===== src/rtl/frog_game_sequencer.sv =====
// Frogger game-flow controller: sequences IDLE/PLAY/DYING/LEVEL_CLEAR/GAME_OVER
// and keeps level, lives, score and the per-life frame timer.
module frog_game_sequencer #(
    parameter int NUM_LIVES    = 3,
    parameter int MAX_LEVEL    = 9,
    parameter int ROUND_FRAMES = 1800,
    parameter int DEATH_FRAMES = 60,
    parameter int CLEAR_FRAMES = 120,
    parameter int HOME_POINTS  = 10,
    parameter int LEVEL_POINTS = 100
) (
    input  logic        Clk,
    input  logic        Reset,
    input  logic        frame_clk_rising_edge,
    input  logic        start_key,
    input  logic        frog_hit,
    input  logic        frog_home,
    input  logic        GoNextLevel,
    output logic [2:0]  game_state,
    output logic        ResetGame,
    output logic        ResetFrog,
    output logic        freeze,
    output logic [3:0]  Level,
    output logic [2:0]  Lives,
    output logic [10:0] TimeLeft,
    output logic [15:0] Score
);

    localparam logic [2:0] IDLE        = 3'd0;
    localparam logic [2:0] PLAY        = 3'd1;
    localparam logic [2:0] DYING       = 3'd2;
    localparam logic [2:0] LEVEL_CLEAR = 3'd3;
    localparam logic [2:0] GAME_OVER   = 3'd4;

    localparam logic [2:0]  LIVES_INIT = 3'(NUM_LIVES);
    localparam logic [3:0]  LEVEL_MAX  = 4'(MAX_LEVEL);
    localparam logic [10:0] ROUND_T    = 11'(ROUND_FRAMES);
    localparam logic [10:0] DEATH_T    = 11'(DEATH_FRAMES);
    localparam logic [10:0] CLEAR_T    = 11'(CLEAR_FRAMES);
    localparam logic [16:0] HOME_P     = 17'(HOME_POINTS);
    localparam logic [16:0] LEVEL_P    = 17'(LEVEL_POINTS);

    logic        startQ;
    logic [10:0] frameCnt;

    logic [2:0]  stateN;
    logic [3:0]  levelN;
    logic [2:0]  livesN;
    logic [10:0] timeN;
    logic [15:0] scoreN;
    logic [10:0] cntN;
    logic        resetGameN;
    logic        resetFrogN;

    logic        startEdge;
    logic        timeout;
    logic [16:0] scoreSum;

    assign startEdge = start_key & ~startQ;
    assign timeout   = frame_clk_rising_edge && (TimeLeft == 11'd1);
    // Home and level bonuses land in the same cycle; one extra bit catches overflow.
    assign scoreSum  = {1'b0, Score} + (frog_home ? HOME_P : 17'd0)
                     + (GoNextLevel ? LEVEL_P : 17'd0);

    always_comb begin
        stateN     = game_state;
        levelN     = Level;
        livesN     = Lives;
        timeN      = TimeLeft;
        scoreN     = Score;
        cntN       = frameCnt;
        resetGameN = 1'b0;
        resetFrogN = 1'b0;
        case (game_state)
            IDLE, GAME_OVER: begin
                if (startEdge) begin
                    stateN     = PLAY;
                    levelN     = 4'd1;
                    livesN     = LIVES_INIT;
                    scoreN     = 16'd0;
                    timeN      = ROUND_T;
                    resetGameN = 1'b1;
                    resetFrogN = 1'b1;
                end
            end
            PLAY: begin
                scoreN = scoreSum[16] ? 16'hFFFF : scoreSum[15:0];
                if (GoNextLevel) begin
                    stateN = LEVEL_CLEAR;
                    cntN   = CLEAR_T;
                    if (Level < LEVEL_MAX) levelN = Level + 4'd1;
                end else if (frog_hit || timeout) begin
                    stateN = DYING;
                    cntN   = DEATH_T;
                    if (Lives != 3'd0) livesN = Lives - 3'd1;
                    if (timeout) timeN = 11'd0;
                end else if (frame_clk_rising_edge) begin
                    timeN = TimeLeft - 11'd1;
                end
            end
            DYING: begin
                if (frame_clk_rising_edge) begin
                    if (frameCnt == 11'd1) begin
                        if (Lives == 3'd0) begin
                            stateN = GAME_OVER;
                        end else begin
                            stateN     = PLAY;
                            timeN      = ROUND_T;
                            resetFrogN = 1'b1;
                        end
                    end else begin
                        cntN = frameCnt - 11'd1;
                    end
                end
            end
            LEVEL_CLEAR: begin
                if (frame_clk_rising_edge) begin
                    if (frameCnt == 11'd1) begin
                        stateN     = PLAY;
                        timeN      = ROUND_T;
                        resetFrogN = 1'b1;
                        resetGameN = 1'b1;
                    end else begin
                        cntN = frameCnt - 11'd1;
                    end
                end
            end
            default: stateN = IDLE;
        endcase
    end

    always_ff @(posedge Clk) begin
        if (Reset) begin
            game_state <= IDLE;
            ResetGame  <= 1'b0;
            ResetFrog  <= 1'b0;
            freeze     <= 1'b1;
            Level      <= 4'd1;
            Lives      <= LIVES_INIT;
            TimeLeft   <= ROUND_T;
            Score      <= 16'd0;
            frameCnt   <= 11'd0;
            startQ     <= 1'b0;
        end else begin
            game_state <= stateN;
            ResetGame  <= resetGameN;
            ResetFrog  <= resetFrogN;
            freeze     <= (stateN != PLAY);
            Level      <= levelN;
            Lives      <= livesN;
            TimeLeft   <= timeN;
            Score      <= scoreN;
            frameCnt   <= cntN;
            startQ     <= start_key;
        end
    end

endmodule

===== config.mk =====
export PLATFORM = sky130hd
export DESIGN_NAME = frog_game_sequencer
export DESIGN_NICKNAME = d
export VERILOG_FILES = /design/src/rtl/frog_game_sequencer.sv
export SDC_FILE = /design/constraint.sdc
export NUM_CORES = 1
export LEC_CHECK = 0
export BUFFER_PORTS_ARGS = -buffer_cell sky130_fd_sc_hd__buf_4
export CORE_UTILIZATION = 55
export CTS_CLUSTER_SIZE = 30
export DETAILED_ROUTE_END_ITERATION = 6
export GPL_TIMING_DRIVEN = 0
export PLACE_DENSITY_LB_ADDON = 0.12
export SETUP_SLACK_MARGIN = 0.15
export SYNTH_ARGS = -nofsm -noshare
export SYNTH_HDL_FRONTEND = slang
export SYNTH_SLANG_ARGS = --single-unit
export TNS_END_PERCENT = 5

===== constraint.sdc =====
create_clock -name Clk -period 3 [get_ports Clk]
set_clock_uncertainty 0.15 [all_clocks]
set_input_delay 0.6 -clock Clk [delete_from_list [all_inputs] [get_ports Clk]]
set_output_delay 0.6 -clock Clk [all_outputs]
set_load 0.02 [all_outputs]

## Word level (Yosys, flattened, before mapping)

Cells that the tools add are included.

| storage, ports and cells | value |
|---|---|
| register bits after elaboration | 52 |
| output and inout bits | 40 |
| logic and storage cells | 104 |
| input port bits | 7 |

| operators by class | value |
|---|---|
| eq/ne operators | 23 |
| muxes and demuxes | 47 |
| reduce and logical (&&, ||, !) cells | 15 |
| $lt $le $gt $ge | 1 |
| add/sub/neg operators | 6 |
| bitwise logic cells | 2 |

Operators with widths:

| kind | count |
|---|---|
| $mux W11 | 14 |
| $pmux W11 S4 | 1 |
| $mux W3 | 12 |
| $mux W16 | 2 |
| $pmux W16 S2 | 1 |
| $ne A2 B2 Y1 const B | 12 |
| $eq A11 B1 Y1 const B | 2 |
| $pmux W11 S2 | 1 |
| $sub A11 B1 Y11 const B | 2 |
| $add A16 B4 Y17 | 1 |
| $add A17 B7 Y17 | 1 |
| $mux W4 | 4 |
| $pmux W3 S4 | 1 |
| $reduce_and A10 Y1 | 1 |
| $ne A3 B3 Y1 const B | 3 |
| $pmux W4 S2 | 1 |
| $reduce_and A4 Y1 | 2 |
| $mux W7 | 1 |
| $eq A3 B2 Y1 const B | 2 |
| $logic_not A3 Y1 | 2 |
| $mux W1 | 6 |
| $pmux W3 S2 | 1 |
| $reduce_and A5 Y1 | 1 |
| $add A4 B1 Y4 const B | 1 |
| other kinds (17) | 19 |

## Logic depth before layout (Yosys ltp)

Gate-level depths: netlist of the first run.

| depth | value |
|---|---|
| depth after elaboration | 7 |
| gate-level depth with buffers | 8 |
| depth with buffers taken out | 8 |

## Worst setup path after synthesis of the first run

No wires, ideal clock.

| timing | value |
|---|---|
| path kind | input to register |
| start point | input GoNextLevel |
| end point | register Score[11] |
| data arrival time | 2.368 ns |
| path buffers | 1 |
| library setup time | 0.074 ns |
| required time | 2.776 ns |
| slack | 0.408 ns |
| stages | 8 |
| path through | clkbuf_1 > inv_1 > fa_1 > nand2b_1 > a21oi_1 > o21ai_0 > or3_1 > a31oi_1 |

| between the ends | value |
|---|---|
| word-level cells in the longest chain between the ends | 4 |

Ends and longest elaborated chain:

| item | RTL line | text |
|---|---|---|
| from (decl) | 18 | `input logic GoNextLevel,` |
| $mux W7 | 63 | `+ (GoNextLevel ? LEVEL_P : 17'd0);` |
| $add A17 B7 Y17 | 63 |  |
| $mux W16 | 87 | `scoreN = scoreSum[16] ? 16'hFFFF : scoreSum[15:0];` |
| $pmux W16 S2 | 74 | `case (game_state)` |
| to (signal assigned) | 152 | `Score <= scoreN;` |
| to (decl) | 26 | `output logic [15:0] Score` |

No other way between the ends.
A chain may end at the register's enable or synchronous reset.

## Worst setup path in the final report of the first run

| timing | value |
|---|---|
| start point | register TimeLeft[0] |
| end point | register TimeLeft[7] |

| between the ends | value |
|---|---|
| word-level cells in the longest chain between the ends | 6 |
| elaborated cells between the ends (all ways) | 11 |
| those cells by class | 1 x add/sub; 3 x eq/ne; 4 x mux; 3 x reduce/logical |

Ends and longest elaborated chain:

| item | RTL line | text |
|---|---|---|
| from (decl) | 25 | `output logic [10:0] TimeLeft,` |
| from (signal assigned) | 151 | `TimeLeft <= timeN;` |
| branches (longest 6 deep; another with $sub A11 B1 Y11) | n/a |  |

Parallel ways; which one is timed is not known. The select of a mux whose other input is x is not followed.

==> reports/metrics.csv, run 1 <==
metric,value,unit
synth-seq-area-share,32.9,%
final_hold_viol_count,0,
dp_hpwl,5910,um
drive_above_1_share,19.2,%
p_leak,0.00142,uW
whs,0.315,ns
r2r-end,TimeLeft[7]$_SDFFE_PP0P_,
criticalPathCategory,reg2reg,
ys_warn_count,0,
cts.sinks,52,
yosysTopAreaCell,dfxtp_1,
final_cell_mix,"52 x dfxtp_1, 46 x buf_4, 36 x nor2_1",
fmaxAchievable,376,MHz
cp.required,3.04,ns
wire_per_inst,16.3,um
grt_pass1_wl,13400,um
worstSetupStartpoint,TimeLeft[0]$_SDFFE_PP0P_,
ant_nets,0,
syn_area,3160,um2
path_max_fanout,10,
synth_compound_area_share,30.5,%
synth_seq_cells,52,
fin_crit,2.66,ns
synth_cells,380,
diodes,0,
clock_power_share,25.5,%
synth_top_area_share,32.9,%
synthesis.nets,401,
max_stage_delay,0.63,ns
path_depth,7,
io_pins,47,
cts_max_level,2,
drv_cap,0,
nets,453,
synthMuxAreaShare,0.633,%
tightest_slew,0.902,ns
grt_antenna_before_repair,0,
postLayoutCoreUtil,66.6,%
num_rows,27,
cts_tree,built,
io_buffers,46,
rr_worst_depth,7,
status,"finished, final reports clean",
path_buf_inv,1,
grt_overflow,0,
powerDensity,446,nW/um2
clk_pin_slew,0.09,ns
maxSlewViolCount,0,
synthAdderAreaFrac,5.78,%
syn_avg_cell_area,8.32,um2
initial_core_util,57.1,%
p_comb_share,28.3,%
p_switching,557,uW
p_int,1090,uW
cts_buffers,5,
peakVddDrop,0.261,mV
ys_types,69,
r2r_start,TimeLeft[0]$_SDFFE_PP0P_,
synth_xor_area_share,1.66,%
place.gp.congestion,0.910,
synth_edf_count,0,
vias,3175,
crit_path_end,TimeLeft[7]$_SDFFE_PP0P_,
cp.arrival,2.70,ns
root_buffer,clkbuf_8,
rsz0062_at_grt,no,
endpoint_kind,flop,
grt_max_degree,15,
wirelength,8250,um
firstDrtPassIters,4,
swShare,33.9,%
path_cells,"ha_1, or4bb_1, o41ai_4, buf_6, nor3b_1, o311ai_1, o31ai_1",
clk_latency,0.31,ns
grt_pass1_vias,2824,
fp.dieArea,6060,um2
area_growth,16.7,%
drcViolationCount,0,
seq_power_share,46.2,%
async_flop_share,0,%
seq_area,1040,um2
track_usage,27.9,%
multi_input_area,1950,um2
relSlewSlack,39.0,%
finalCritPeriodShare,88.7,%
synth_ff_type,dfxtp_1,
rrSetupSlack,0.34,ns
die_width,77.8,um
core,5540,um2
ctsHoldBuffers,0,
nFillCells,509,
synth_top_family_by_area,compound AO/OA/AOI/OAI gates,
cts_buffer_depth,2,
final_common_cell,dfxtp_1,
drt-vias-per-instance,6.29,
finalSetupViolCount,0,
critPathTopFamily,compound AO/OA/AOI/OAI gates,
hp-class,reg2reg,
total_power,1640,uW
drt_iter0_drc,222,
synth_area_leaders,"dfxtp_1 33%, a21oi_1 5.2%, ha_1 5.1%",
critPathLaunchType,flop,
die_h,77.8,um
setup_tns,0,ns
synthSimpleGateAreaFrac,23.1,%
cp_slowest_cell,or4bb_1,
==> how the worst min path moves through the flow <==
stage / from / end / depth (start not counted)
after detailed placement: Score[0]$_SDFFE_PP0P_ / Score[0]$_SDFFE_PP0P_ / 2
after floorplan: frameCnt[10]$_SDFFE_PP0P_ / frameCnt[10]$_SDFFE_PP0P_ / 2
final: Score[0]$_SDFFE_PP0P_ / Score[0]$_SDFFE_PP0P_ / 2
after CTS: Score[0]$_SDFFE_PP0P_ / Score[0]$_SDFFE_PP0P_ / 2
after global routing: Score[0]$_SDFFE_PP0P_ / Score[0]$_SDFFE_PP0P_ / 2
after global placement: Score[0]$_SDFFE_PP0P_ / Score[0]$_SDFFE_PP0P_ / 2
==> worst min-delay path, stage by stage (launching register included) <==
cell and delay (ns):
dfxtp_1 0.32, inv_1 0.05, a21oi_1 0.05
==> metrics by stage <==
stage,area [um2],instances,worst slack [ns]
global route,3690,505,0.170
finish,3690,505,0.339
global placement,3600,498,-0.151
detailed placement,3600,498,-0.240
floorplan,3160,380,0.408
CTS,3680,505,0.163
==> power by group through the flow <==
stage               sequential [uW]  combinational (uW)  clock, uW
finish                          760                 465        419
global route                    766                 514        454
CTS                             760                 460        428
detailed placement              776                 458          0
global placement                774                 451          0
floorplan                       799                 302          0
==> kinds of logic after synthesis <==
logic type	count (synthesis)
AOI/OAI and AO/OA	132
adders and majority gates	14
DFF	52
xor gates and xnor gates	6
and+or+nand+nor	134
muxes	2
buffers and inverters	40
==> layer usage <==
| layer | routed length [um] | vias to the layer above | global-route usage, % |
|---|---|---|---|
| met1 | 3650 | 1505 | 35.6 |
| met5 | 0 | - | 0 |
| met2 | 4040 | 118 | 47.7 |
| li1 | - | 1544 | - |
| met4 | 79 | 0 | 7.74 |
| met3 | 475 | 8 | 5.06 |
==> cells in the mapped netlist, types with 6 or more instances <==
cell type / count
nand3_1: 11
ha_1: 13
nand2_1: 17
a31oi_1: 10
o21ai_0: 17
clkbuf_1: 15
o211ai_1: 6
buf_2: 6
nand2b_1: 6
inv_1: 16
a21oi_1: 33
dfxtp_1: 52
nor3_1: 17
nor2_1: 36
==> sequential cells by signal, indices dropped and copies added (netlist names) <==
register / count
game_state: 3
Lives: 3
ResetFrog: 1
freeze: 1
frameCnt: 11
Level: 4
Score: 16
ResetGame: 1
TimeLeft: 11
startQ: 1
==> area by class of cell <==
class	instances	area share [%]
buffer	23	2.95
clock buffer	8	2.44
inverter	16	1.63
multi-input combinational	288	53.0
sequential	52	28.2
tap	72	2.44
timing repair buffer	46	9.36
==> what timing repair did <==
action | CTS | global route
endpoints found under the setup margin | 2 | 11
gates resized for setup | 0 | 1
setup buffers | 0 | 0
pin swaps | 0 | 0
No activity file was read; power rests on OpenSTA's default activity.
==> inputs of run 2 (changes only) <==
CELL_PAD_IN_SITES_DETAIL_PLACEMENT = 0   (was default)
CELL_PAD_IN_SITES_GLOBAL_PLACEMENT = 2   (was default)
CORE_UTILIZATION = 34   (was 55)
==> run 2 against run 1 <==
Against the previous run:
- cell count is 7.1% higher
- setup slack worse by 0.049 ns
- non-clock buffer count is 1 higher
- total power is 0.67% lower
- sequential power hardly changed
- final area is 1.0% higher
- first-iteration DRC count is 55% lower
- register-to-register slack hardly changed
- die area is 60% higher
==> reports/metrics.csv, run 2 (synthesis gave the netlist of run 1 again) <==
metric,value,unit
maxSlewViolCount,0,
place.gp.congestion,0.801,
p_comb_share,29.2,%
die_width,98.5,um
worstSetupStartpoint,GoNextLevel,
powerDensity,438,nW/um2
p_switching,574,uW
min_to,Score[0]$_SDFFE_PP0P_,
fmaxAchievable,369,MHz
cts.sinks,52,
clk_latency,0.31,ns
swShare,35.2,%
cts_buffer_depth,2,
finalCritPeriodShare,90.4,%
grt_pass1_vias,2915,
fp.dieArea,9690,um2
postCtsSetupBuffers,0,
cp.arrival,2.79,ns
endpoint_kind,flop,
path_cells,"buf_4, clkbuf_2, inv_1, fa_1, nand2b_1, a21oi_1, o21ai_0, or3_1, a31oi_1",
p_leak,0.00142,uW
dp_hpwl,6750,um
root_buffer,clkbuf_8,
status,"finished, final reports clean",
nets,454,
path_buf_inv,3,
seq_power_share,46.5,%
timing.hold.worst.start,Score[0]$_SDFFE_PP0P_,
num_rows,34,
r2r_start,game_state[0]$_SDFF_PP0_,
track_usage,19.7,%
critPathTopFamily,simple AND/OR/NAND/NOR gates,
nFillCells,919,
drt_iter0_drc,99,
cts_max_level,2,
cp_slowest_cell,fa_1,
p_int,1060,uW
hp-class,reg2reg,
wirelength,9430,um
path_max_fanout,9,
cts_tree,built,
critPathLaunchType,primary input,
drt-vias-per-instance,5.72,
tightest_slew,0.948,ns
peakVddDrop,0.183,mV
drv_cap,0,
die_h,98.5,um
relSlewSlack,35.9,%
rsz0062_at_grt,yes,
r2r-end,TimeLeft[7]$_SDFFE_PP0P_,
final_hold_viol_count,0,
seq_area,1040,um2
top_register,Score,
grt_antenna_before_repair,0,
post-place-cells,534,
rrSetupSlack,0.33,ns
rr_worst_depth,7,
placed_area,3640,um2
clock_power_share,24.3,%
cts_buffers,5,
wire_per_inst,17.4,um
area_growth,17.8,%
finalSetupViolCount,0,
drive_above_1_share,19.4,%
final_area,3730,um2
final_cells,541,
max_stage_delay,0.47,ns
cp.required,3.08,ns
grt_overflow,0,
grt_max_degree,15,
io_buffers,46,
drcViolationCount,0,
clk_pin_slew,0.09,ns
final_common_cell,dfxtp_1,
multi_input_area,1950,um2
criticalPathCategory,in2reg,
diodes,0,
reg.largest.list,"Score: 16 flops, TimeLeft: 11 flops, frameCnt: 11 flops",
grt_pass1_wl,15100,um
final_cell_mix,"52 x dfxtp_1, 46 x buf_4, 36 x nor2_1",
ant_nets,0,
whs,0.305,ns
vias,3096,
initial_core_util,35.7,%
io_pins,47,
fin_crit,2.71,ns
core,8850,um2
whs_path_depth,2,
largest_register_ffs,16,
firstDrtPassIters,6,
==> run 2: repair_timing <==
action                                 CTS  global route
endpoints found under the hold margin    0             0
hold buffers                             0             0
gates resized for setup                  2             0
setup endpoints to repair               20             8
==> run 2: worst min-delay path: stages (launching register included) <==
cell and delay [ns]:
dfxtp_1 0.32, inv_1 0.05, a21oi_1 0.05
==> run 2: power by group through the flow <==
stage          Sequential (uW)  Clock, uW  Combinational [uW]
2_1_floorplan              799          0                 302
3_3_place_gp               775          0                 477
3_5_place_dp               776          0                 477
4_1_cts                    760        418                 480
5_1_grt                    767        433                 524
6_report                   760        397                 476
==> run 2: area by class of cell <==
| class | instances | area share (%) |
|---|---|---|
| Tap cell | 108 | 3.63 |
| Buffer | 24 | 3.05 |
| Timing Repair Buffer | 46 | 9.26 |
| Sequential cell | 52 | 27.9 |
| Clock buffer | 6 | 1.95 |
| Clock inverter | 1 | 0.134 |
| Multi-Input combinational cell | 288 | 52.4 |
| Inverter | 16 | 1.61 |
==> run 2: per-stage QoR <==
stage | setup TNS [ns] | worst slack, ns | utilization, % | total power [uW]
after floorplan | 0 | 0.408 | - | 1100
after global placement | -0.896 | -0.314 | 41.2 | 1250
after detailed placement | -1.45 | -0.379 | 41.2 | 1250
after CTS | 0 | 0.266 | 42.1 | 1660
after global routing | 0 | 0.0991 | 42.1 | 1720
final | 0 | 0.289 | 42.1 | 1630
==> run 2: how the worst max path moves through the flow <==
stage | depth (start not counted) | end
global route | 7 | TimeLeft[7]$_SDFFE_PP0P_
global placement | 9 | Score[11]$_SDFFE_PP0P_
detailed placement | 9 | Score[11]$_SDFFE_PP0P_
CTS | 9 | Score[11]$_SDFFE_PP0P_
floorplan | 8 | Score[11]$_SDFFE_PP0P_
finish | 9 | Score[11]$_SDFFE_PP0P_
==> run 2: layer usage <==
metal,share of wire (%),global-route usage (%),routed length [um],vias to the layer above
met1,47,26.6,4460,1486
met5,0,0,0,-
met2,47,32.9,4460,74
met3,4.5,2.70,427,4
met4,0.76,5.51,72,0
li1,-,-,-,1532
==> inputs of run 3 (changes only) <==
REMOVE_ABC_BUFFERS = 1   (was default)
==> run 3 against run 2 <==
Against the previous run:
- the run now ends with DRC left
- worst hold slack got worse by 0.0028 ns
- total power increased by 15%
- setup slack worse by 0.050 ns
- combinational power decreased by 6.9%
- die area stayed put
- first-iteration DRC count down 9.1%
- via count down 5.0%
- register-to-register slack worse by 0.07 ns
- cell count shrank 3.9%
- clock power is 68% higher
- critical endpoint is now Score[8]$_SDFFE_PP0P_
==> reports/metrics.csv, run 3 (synthesis gave the netlist of run 1 again) <==
metric,value,unit
wire_per_inst,16.7,um
min_to,Score[0]$_SDFFE_PP0P_,
track_usage,18.6,%
maxSlewViolCount,0,
die_h,98.5,um
final_cell_mix,"52 x dfxtp_1, 46 x buf_4, 36 x nor2_1",
grt_pass1_vias,2865,
tightest_slew,1.08,ns
largest_register_ffs,16,
status,"finished, violations left",
clk_latency,0.30,ns
cp.required,3.04,ns
powerDensity,505,nW/um2
core,8850,um2
r2r_start,game_state[1]$_SDFF_PP0_,
cts_buffer_depth,2,
worst_slack,0.239,ns
cts_tree,built,
cts.sinks,52,
peakVddDrop,0.282,mV
p_leak,0.00141,uW
finalSetupViolCount,0,
whs,0.302,ns
failed_checks,DRC,
firstDrtPassIters,7,
reg.largest.list,"Score: 16 flops, TimeLeft: 11 flops, frameCnt: 11 flops",
dp_hpwl,6050,um
critPathLaunchType,primary input,
postLayoutCoreUtil,42.2,%
final_area,3740,um2
rr_worst_depth,5,
grt_overflow,0,
drt-vias-per-instance,5.66,
drive_above_1_share,19.2,%
criticalPathCategory,in2reg,
drv_cap,0,
drt_iter0_drc,90,
diodes,0,
placed_area,3550,um2
clk_pin_slew,0.10,ns
rsz0062_at_grt,yes,
cp.arrival,2.80,ns
hp-class,reg2reg,
ctsHoldBuffers,0,
path_max_fanout,12,
io_buffers,46,
r2r-end,TimeLeft[9]$_SDFFE_PP1P_,
nets,432,
dp_slack,-0.147,ns
cts_buffers,5,
relSlewSlack,27.4,%
grt_pass1_wl,14500,um
num_rows,34,
ant_nets,0,
finalCritPeriodShare,92.0,%
final_hold_viol_count,0,
rrSetupSlack,0.26,ns
grt_antenna_before_repair,0,
endpoint_kind,flop,
initial_core_util,35.7,%
fmaxAchievable,362,MHz
place.gp.congestion,0.764,
top_register,Score,
fin_crit,2.76,ns
die_width,98.5,um
io_pins,47,
timing.hold.worst.start,Score[0]$_SDFFE_PP0P_,
drcViolationCount,1,
grt_max_degree,34,
final_common_cell,dfxtp_1,
fp.dieArea,9690,um2
area_growth,18.1,%
vias,2941,
whs_path_depth,2,
root_buffer,clkbuf_8,
cts_max_level,2,
wirelength,8700,um
## run 3: cell count changes in the layout (fill, tap and decap cells not counted), sizes merged
cell	change
clkbuf	-16
buf	-7
clkinv	-1
bufinv	+3
## run 3: critical path: stages
cell	delay, ns
buf_4	0.16
ha_1	0.39
a21oi_1	0.31
nand2_1	0.11
o211ai_1	0.87
a21boi_0	0.25
a31oi_1	0.10
## run 3: power by group
part           leakage [uW]  total, uW  internal, uW  switching (uW)
registers          0.000423        776           726            49.4
logic              0.000913        443           165             278
clock network     0.0000784        667           417             249
total               0.00141       1890          1310             577
## run 3: cell type report
| type | count | area, um2 |
|---|---|---|
| Fill cell | 911 | 5110 |
| Multi-Input combinational cell | 288 | 1960 |
| Sequential cell | 52 | 1040 |
| Timing Repair Buffer | 48 | 377 |
| Tap cell | 108 | 135 |
| Clock inverter | 3 | 90.1 |
| Clock buffer | 5 | 68.8 |
| Inverter | 16 | 60.1 |
## run 3: how the worst max path moves through the flow
stage | slack (ns) | to | depth (start not counted) | start
2_1_floorplan | 0.29 | TimeLeft[8]$_SDFFE_PP1P_ | 5 | game_state[0]$_SDFF_PP0_
3_3_place_gp | -0.88 | TimeLeft[8]$_SDFFE_PP1P_ | 5 | game_state[0]$_SDFF_PP0_
3_5_place_dp | -0.15 | Score[8]$_SDFFE_PP0P_ | 7 | GoNextLevel
4_1_cts | 0.01 | TimeLeft[0]$_SDFFE_PP0P_ | 6 | TimeLeft[0]$_SDFFE_PP0P_
5_1_grt | 0.02 | TimeLeft[6]$_SDFFE_PP0P_ | 5 | game_state[1]$_SDFF_PP0_
6_report | 0.24 | Score[8]$_SDFFE_PP0P_ | 7 | GoNextLevel
## run 3: what timing repair did
item | CTS | global route
gates resized for setup | 1 | 0
cloned | 0 | 0
setup endpoints to repair | 15 | 20
pin swaps | 0 | 1
hold endpoints to repair | 0 | 0
buffers inserted | 0 | 1
## run 3: stage by stage
step                      power [uW]  std cells  TNS [ns]
final                           1890        520         0
after global routing            1990        520         0
after CTS                       1900        519         0
after detailed placement        1230        511    -0.352
after global placement          1220        510    -18.94
after floorplan                 1080        356         0
## run 3: routing by layer
| layer | GRT usage, % | vias up | part of all wire, % | wire length (um) |
|---|---|---|---|---|
| li1 | - | 1506 | - | - |
| met1 | 24.2 | 1384 | 49 | 4280 |
| met2 | 32.4 | 47 | 47 | 4090 |
| met3 | 2.84 | 4 | 3.2 | 279 |
| met4 | 4.25 | 0 | 0.61 | 53 |
| met5 | 0 | - | 0 | 0 |
